===== src/rtl/mul_issue.sv =====
// mul_issue: front stage of the iterative RV32M multiplier.
// Converts the operands to unsigned magnitudes and accumulates eight of the
// nine 11x11 slice products through a single shared multiplier. It then
// issues the partial sum, the A1/B0 mid slices and the sign to the mid stage.
// Optional feature macro: MUL_ZERO_SKIP_EN. When it is defined, a zero
// magnitude operand bypasses accumulation and issues on the next cycle.
module mul_issue #(
  parameter int unsigned TAG_W = 5
) (
  input  logic             CLK,
  input  logic             RST,
  input  logic             REQ_VALID,
  output logic             REQ_READY,
  input  logic [1:0]       REQ_OP,
  input  logic [31:0]      REQ_RS1,
  input  logic [31:0]      REQ_RS2,
  input  logic [TAG_W-1:0] REQ_TAG,
  input  logic             FLUSH,
  input  logic             DN_READY,
  output logic             EN,
  output logic             RDY_M,
  output logic             SIGN,
  output logic [10:0]      RS1_U_MID,
  output logic [10:0]      RS2_U_MID,
  output logic [63:0]      SUM,
  output logic [1:0]       OP_OUT,
  output logic [TAG_W-1:0] TAG_OUT
);

  localparam int unsigned XLEN  = 32;
  localparam int unsigned SL_W  = 11;
  localparam int unsigned PR_W  = 2 * SL_W;
  localparam int unsigned ACC_W = 64;
  localparam int unsigned CNT_W = 3;
  localparam int unsigned SH_W  = 6;

  localparam logic [1:0]       OP_MUL    = 2'b00;
  localparam logic [1:0]       OP_MULH   = 2'b01;
  localparam logic [1:0]       OP_MULHU  = 2'b11;
  localparam logic [CNT_W-1:0] LAST_CNT  = CNT_W'(7);

  typedef enum logic [1:0] {
    ST_IDLE  = 2'd0,
    ST_ACC   = 2'd1,
    ST_ISSUE = 2'd2
  } state_e;

  state_e state_q, state_d;

  logic [CNT_W-1:0] cnt_q, cnt_d;
  logic [ACC_W-1:0] acc_q, acc_d;
  logic [XLEN-1:0]  a_q, a_d;
  logic [XLEN-1:0]  b_q, b_d;
  logic             ready_q, ready_d;
  logic             en_q, en_d;
  logic             sign_q, sign_d;
  logic [SL_W-1:0]  rs1_mid_q, rs1_mid_d;
  logic [SL_W-1:0]  rs2_mid_q, rs2_mid_d;
  logic [ACC_W-1:0] sum_q, sum_d;
  logic [1:0]       op_q, op_d;
  logic [TAG_W-1:0] tag_q, tag_d;

  logic             s1_c, s2_c, neg1_c, neg2_c;
  logic [XLEN-1:0]  a_mag_c, b_mag_c;
  logic             accept_c;
  logic             zero_skip_c;
  logic [1:0]       sel_i_c, sel_j_c;
  logic [SH_W-1:0]  shift_c;
  logic [SL_W-1:0]  sl_a_c, sl_b_c;
  logic [PR_W-1:0]  prod_c;
  logic [ACC_W-1:0] term_c;

  // Slice idx of a 32-bit magnitude; slice 2 is zero-extended to 11 bits.
  function automatic logic [SL_W-1:0] slice(input logic [XLEN-1:0] v, input logic [1:0] idx);
    logic [SL_W-1:0] r;
    case (idx)
      2'd0:    r = v[10:0];
      2'd1:    r = v[21:11];
      default: r = {1'b0, v[31:22]};
    endcase
    return r;
  endfunction

  // Operand signedness, magnitudes and the accept condition.
  always_comb begin
    s1_c     = (REQ_OP != OP_MULHU);
    s2_c     = (REQ_OP == OP_MUL) || (REQ_OP == OP_MULH);
    neg1_c   = s1_c & REQ_RS1[31];
    neg2_c   = s2_c & REQ_RS2[31];
    a_mag_c  = neg1_c ? (~REQ_RS1 + XLEN'(1)) : REQ_RS1;
    b_mag_c  = neg2_c ? (~REQ_RS2 + XLEN'(1)) : REQ_RS2;
    accept_c = (state_q == ST_IDLE) && REQ_VALID && !FLUSH;
`ifdef MUL_ZERO_SKIP_EN
    zero_skip_c = (a_mag_c == '0) || (b_mag_c == '0);
`else
    zero_skip_c = 1'b0;
`endif
  end

  // Pair schedule for the shared 11x11 multiplier; pair (1,0) is left to the mid stage.
  always_comb begin
    sel_i_c = 2'd0;
    sel_j_c = 2'd0;
    shift_c = SH_W'(0);
    case (cnt_q)
      3'd0: begin sel_i_c = 2'd0; sel_j_c = 2'd0; shift_c = SH_W'(0);  end
      3'd1: begin sel_i_c = 2'd0; sel_j_c = 2'd1; shift_c = SH_W'(11); end
      3'd2: begin sel_i_c = 2'd0; sel_j_c = 2'd2; shift_c = SH_W'(22); end
      3'd3: begin sel_i_c = 2'd1; sel_j_c = 2'd1; shift_c = SH_W'(22); end
      3'd4: begin sel_i_c = 2'd1; sel_j_c = 2'd2; shift_c = SH_W'(33); end
      3'd5: begin sel_i_c = 2'd2; sel_j_c = 2'd0; shift_c = SH_W'(22); end
      3'd6: begin sel_i_c = 2'd2; sel_j_c = 2'd1; shift_c = SH_W'(33); end
      default: begin sel_i_c = 2'd2; sel_j_c = 2'd2; shift_c = SH_W'(44); end
    endcase
    sl_a_c = slice(a_q, sel_i_c);
    sl_b_c = slice(b_q, sel_j_c);
    prod_c = PR_W'(sl_a_c) * PR_W'(sl_b_c);
    term_c = ACC_W'(prod_c) << shift_c;
  end

  // State register.
  always_ff @(posedge CLK) begin
    if (RST) state_q <= ST_IDLE;
    else     state_q <= state_d;
  end

  // Next-state logic; FLUSH overrides every other transition.
  always_comb begin
    state_d = state_q;
    case (state_q)
      ST_IDLE:  if (accept_c) state_d = zero_skip_c ? ST_ISSUE : ST_ACC;
      ST_ACC:   if (cnt_q == LAST_CNT) state_d = ST_ISSUE;
      ST_ISSUE: if (DN_READY) state_d = ST_IDLE;
      default:  state_d = ST_IDLE;
    endcase
    if (FLUSH) state_d = ST_IDLE;
  end

  // Output and datapath next values.
  always_comb begin
    cnt_d     = cnt_q;
    acc_d     = acc_q;
    a_d       = a_q;
    b_d       = b_q;
    sign_d    = sign_q;
    rs1_mid_d = rs1_mid_q;
    rs2_mid_d = rs2_mid_q;
    sum_d     = sum_q;
    op_d      = op_q;
    tag_d     = tag_q;
    ready_d   = (state_d == ST_IDLE);
    en_d      = (state_d == ST_ISSUE);

    if (accept_c) begin
      a_d       = a_mag_c;
      b_d       = b_mag_c;
      sign_d    = (neg1_c ^ neg2_c) & !zero_skip_c;
      op_d      = REQ_OP;
      tag_d     = REQ_TAG;
      acc_d     = '0;
      cnt_d     = '0;
      rs1_mid_d = a_mag_c[21:11];
      rs2_mid_d = b_mag_c[10:0];
      if (zero_skip_c) sum_d = '0;
    end else if (FLUSH) begin
      acc_d = '0;
      cnt_d = '0;
    end else if (state_q == ST_ACC) begin
      acc_d = acc_q + term_c;
      cnt_d = cnt_q + CNT_W'(1);
      if (cnt_q == LAST_CNT) sum_d = acc_q + term_c;
    end
  end

  // Datapath and output registers.
  always_ff @(posedge CLK) begin
    if (RST) begin
      cnt_q     <= '0;
      acc_q     <= '0;
      a_q       <= '0;
      b_q       <= '0;
      ready_q   <= 1'b1;
      en_q      <= 1'b0;
      sign_q    <= 1'b0;
      rs1_mid_q <= '0;
      rs2_mid_q <= '0;
      sum_q     <= '0;
      op_q      <= '0;
      tag_q     <= '0;
    end else begin
      cnt_q     <= cnt_d;
      acc_q     <= acc_d;
      a_q       <= a_d;
      b_q       <= b_d;
      ready_q   <= ready_d;
      en_q      <= en_d;
      sign_q    <= sign_d;
      rs1_mid_q <= rs1_mid_d;
      rs2_mid_q <= rs2_mid_d;
      sum_q     <= sum_d;
      op_q      <= op_d;
      tag_q     <= tag_d;
    end
  end

  assign REQ_READY = ready_q;
  assign EN        = en_q;
  assign RDY_M     = en_q;
  assign SIGN      = sign_q;
  assign RS1_U_MID = rs1_mid_q;
  assign RS2_U_MID = rs2_mid_q;
  assign SUM       = sum_q;
  assign OP_OUT    = op_q;
  assign TAG_OUT   = tag_q;

endmodule


===== config.mk =====
export PLATFORM = sky130hd
export DESIGN_NAME = mul_issue
export DESIGN_NICKNAME = d
export VERILOG_FILES = /design/src/rtl/mul_issue.sv
export SDC_FILE = /design/constraint.sdc
export NUM_CORES = 1
export LEC_CHECK = 0
export BUFFER_PORTS_ARGS = -buffer_cell sky130_fd_sc_hd__buf_4
export CELL_PAD_IN_SITES_DETAIL_PLACEMENT = 0
export CELL_PAD_IN_SITES_GLOBAL_PLACEMENT = 1
export CORE_AREA = 4 4 222 202
export CTS_BUF_LIST = sky130_fd_sc_hd__clkbuf_4 sky130_fd_sc_hd__clkbuf_8 sky130_fd_sc_hd__clkbuf_16
export DETAILED_ROUTE_END_ITERATION = 8
export DIE_AREA = 0 0 226 206
export PLACE_DENSITY_LB_ADDON = 0.1
export RECOVER_POWER = 25
export SETUP_SLACK_MARGIN = 0.3
export SLEW_MARGIN = 10
export SYNTH_ARGS = -nofsm -noshare
export SYNTH_HDL_FRONTEND = slang
export SYNTH_SLANG_ARGS = --single-unit

===== constraint.sdc =====
create_clock -name CLK -period 11.2 [get_ports CLK]
set_input_delay 0.56 -clock CLK [delete_from_list [all_inputs] [get_ports CLK]]
set_output_delay 0.56 -clock CLK [all_outputs]
set_load 0.005 [all_outputs]

==> impl_metrics.toml <==
[route]
vias_per_cell = 5.662
via_count = 18650
drtIter0Drc = 1541
firstDrtPassIters = 5
drc = 0
ant_nets = 0
wire_per_inst_um = 19.60
wl_mm = 64.55

[logic_synthesis]
synth_top_area_frac = 0.2184
synth.yosys.seq_area_share = 0.2184
yosysWarnings = 0
async_flop_share = 0
synth_fp_nets = 2837
synthMostInstantiatedCell = "nand2_1"
synth_cells = 2549
synthTopCellsByCount = "nand2_1 (381), nor2_1 (296), a21oi_1 (236), dfxtp_1 (207), inv_1 (137)"
synth_edf_count = 0
yosysTopAreaCell = "dfxtp_1"
ys.flop_type = "dfxtp_1"
synth_cell_types = 98
yosys-top-cells-area = "dfxtp_1 (22%), ha_1 (8.6%), fa_1 (8.5%)"
synth_area_um2 = 18970
ys_ff_latch = 207
syn-mean-instance-area_um2 = 7.444

[min_path]
min_path_cells = 3
hold_path_end = "TAG_OUT[4]$_SDFFE_PP0P_"
min_from = "REQ_TAG[4]"
hold_path_class = "in -> reg"

[cells_and_area]
final_cell_area_um2 = 22630
syn_to_final_growth_pct = 19.28
finalNonFillerCells = 3293
drive_gt1_frac = 0.1819
diodes = 0
nNetsFinal = 3009
fillers = 4244

[setup_path]
worstSetupStartpoint = "cnt_q[1]$_SDFFE_PP0P_"
r2r-start = "cnt_q[1]$_SDFFE_PP0P_"
cp_top_family = "adder cells"
crit_path_frequent_cell = "buf_4"
critPathLaunchType = "flop"
required_ns = 11.61
critical_path_class = "reg -> reg"
rr_endpoint = "acc_q[63]$_SDFFE_PP0P_"
arrival_ns = 11.03
r2r_cells = 48
cp-end-kind = "flop"
cpMaxStageDelayCell = "fa_1"
worstPathMaxFanout = 7
r2r_setup_slack_ns = 0.58
crit_buf_inv = 12
max_stage_delay_ns = 0.53

[timing]
fin_skew_ns = 0.01916
rsz0062_at_grt = "no"
hold_violations = 0
relSlewSlack = 0.1867
setup_tns_ns = 0
drv_slew = 0
setup_viol_count_final = 0
worst_pin_slew_ns = 1.218
fmax_mhz = 94.20
period_share = 0.9479
post-route-min-period_ns = 10.62

[floorplan]
die_w_um = 226
fp.dieH_um = 206
dieArea_um2 = 46560
core_um2 = 42610
rows = 72
start_util = 0.4453
num_io_pins = 173

[place]
io_buffers = 172
post_dp_cell_area_um2 = 21110
gp_congestion = 0.9672
hpwl_mm = 49.80
place_inst = 3213

[status]
outcome = "complete, no violations"

[clocking]
cts_buffer_depth = 3
cts-root-buf = "clkbuf_16"
clock_latency_ns = 0.56
clkTransAtPathRegs_ns = 0.06
postCtsHoldBufs = 0
cts_buffers = 24
tritoncts = "done"
clock_sinks = 207
cts_htree_levels = 1

[global_routing]
grt_overflow = 0
gr-usage-all-layers = 0.2703
grt_pass1_vias = 17970
antenna_found_initial = 1
grt_max_degree = 104
grt_pass1_wl_mm = 101.4

[power_and_ir_drop]
leakagePower_nw = 9.846
ir_drop_mv = 0.1125
total_power_mw = 2.188
power_density_nw_per_um2 = 96.68

[job]
maxCapViolations = 0
## registers in the layout (all words and copies together) (netlist names), 2 cells and up
register  count
OP_OUT        2
SUM          64
TAG_OUT       5
a_q          32
acc_q        64
b_q          32
cnt_q         3
state_q       2
## kinds of logic (layout without fill, tap and decap cells)
family	Yosys count	after routing	share of synthesized area
compound gates	697	697	0.2393
xor+xnor	121	121	0.05585
fa+ha+maj	212	212	0.1718
buf+inv	318	507	0.06878
flops	207	207	0.2184
mux	44	44	0.02526
simple gates	950	950	0.2206
## cell usage in the layout (no fill, tap or decap), drive strengths merged, types with 17 or more instances in the layout
cell,count
or2,25
fa,81
or3,25
o21bai,19
xor2,69
nand2,382
inv,137
buf,247
nor2b,17
nand2b,33
nor3,47
a21oi,239
a211oi,86
ha,131
nor2,296
nand4,17
xnor2,52
clkbuf,110
dfxtp,207
o21ai,121
o21a,21
mux2i,35
nand3,51
a21o,61
## metrics by stage
step / setup slack (ns) / hold slack (ns) / util
floorplan: 0.9844 / 0.4360 / -
global placement: -0.01256 / 0.4435 / 0.4955
detailed placement: -0.1955 / 0.4476 / 0.4955
CTS: 0.3068 / 0.2280 / 0.5160
global route: 0.1390 / 0.2455 / 0.5312
finish: 0.5840 / 0.2479 / 0.5312
## per-layer routing
metal / GRT usage / vias up / share of wire
met5: 0 / - / 0.00020
met1: 0.4054 / 8855 / 0.49
li1: - / 9172 / -
met3: 0.06831 / 60 / 0.081
met2: 0.3992 / 557 / 0.41
met4: 0.03937 / 2 / 0.014
## worst max path at each step
stage | end | slack (ns) | cells past startpoint
floorplan | SUM[62]$_SDFFE_PP0P_ | 0.98 | 47
global placement | acc_q[60]$_SDFFE_PP0P_ | -0.01 | 41
detailed placement | SUM[60]$_SDFFE_PP0P_ | -0.20 | 43
CTS | acc_q[56]$_SDFFE_PP0P_ | 0.31 | 43
global route | SUM[54]$_SDFFE_PP0P_ | 0.14 | 43
finish | acc_q[63]$_SDFFE_PP0P_ | 0.58 | 48
## worst min-delay path: cells and delay by family
family	cells	cell delay [ns]
buf+inv	1	0.11
simple gates	1	0.04
compound gates	1	0.05
## layout make-up
| class | instances | area [um^2] | area share |
|---|---|---|---|
| multi-input combinational | 2024 | 13910 | 0.6148 |
| sequential | 207 | 4149 | 0.1833 |
| timing repair buffer | 325 | 2521 | 0.1114 |
| tap | 555 | 694.4 | 0.03068 |
| clock buffer | 33 | 693.2 | 0.03063 |
| inverter | 139 | 525.5 | 0.02322 |
| clock inverter | 10 | 135.1 | 0.005970 |
## what timing repair did
| action | CTS | global route |
|---|---|---|
| pin swaps | 1 | 18 |
| setup buffers | 0 | 32 |
| gates resized for setup | 10 | 73 |
| gates cloned | 0 | 5 |
| endpoints found under the setup margin | 45 | 72 |
## where the power goes
group | total, mW | switching [mW] | internal (mW)
Combinational | 0.592 | 0.357 | 0.236
Sequential | 0.771 | 0.0158 | 0.755
Clock | 0.825 | 0.342 | 0.483
Total | 2.19 | 0.715 | 1.47
Note: power is estimated with default switching activity, not from simulation.
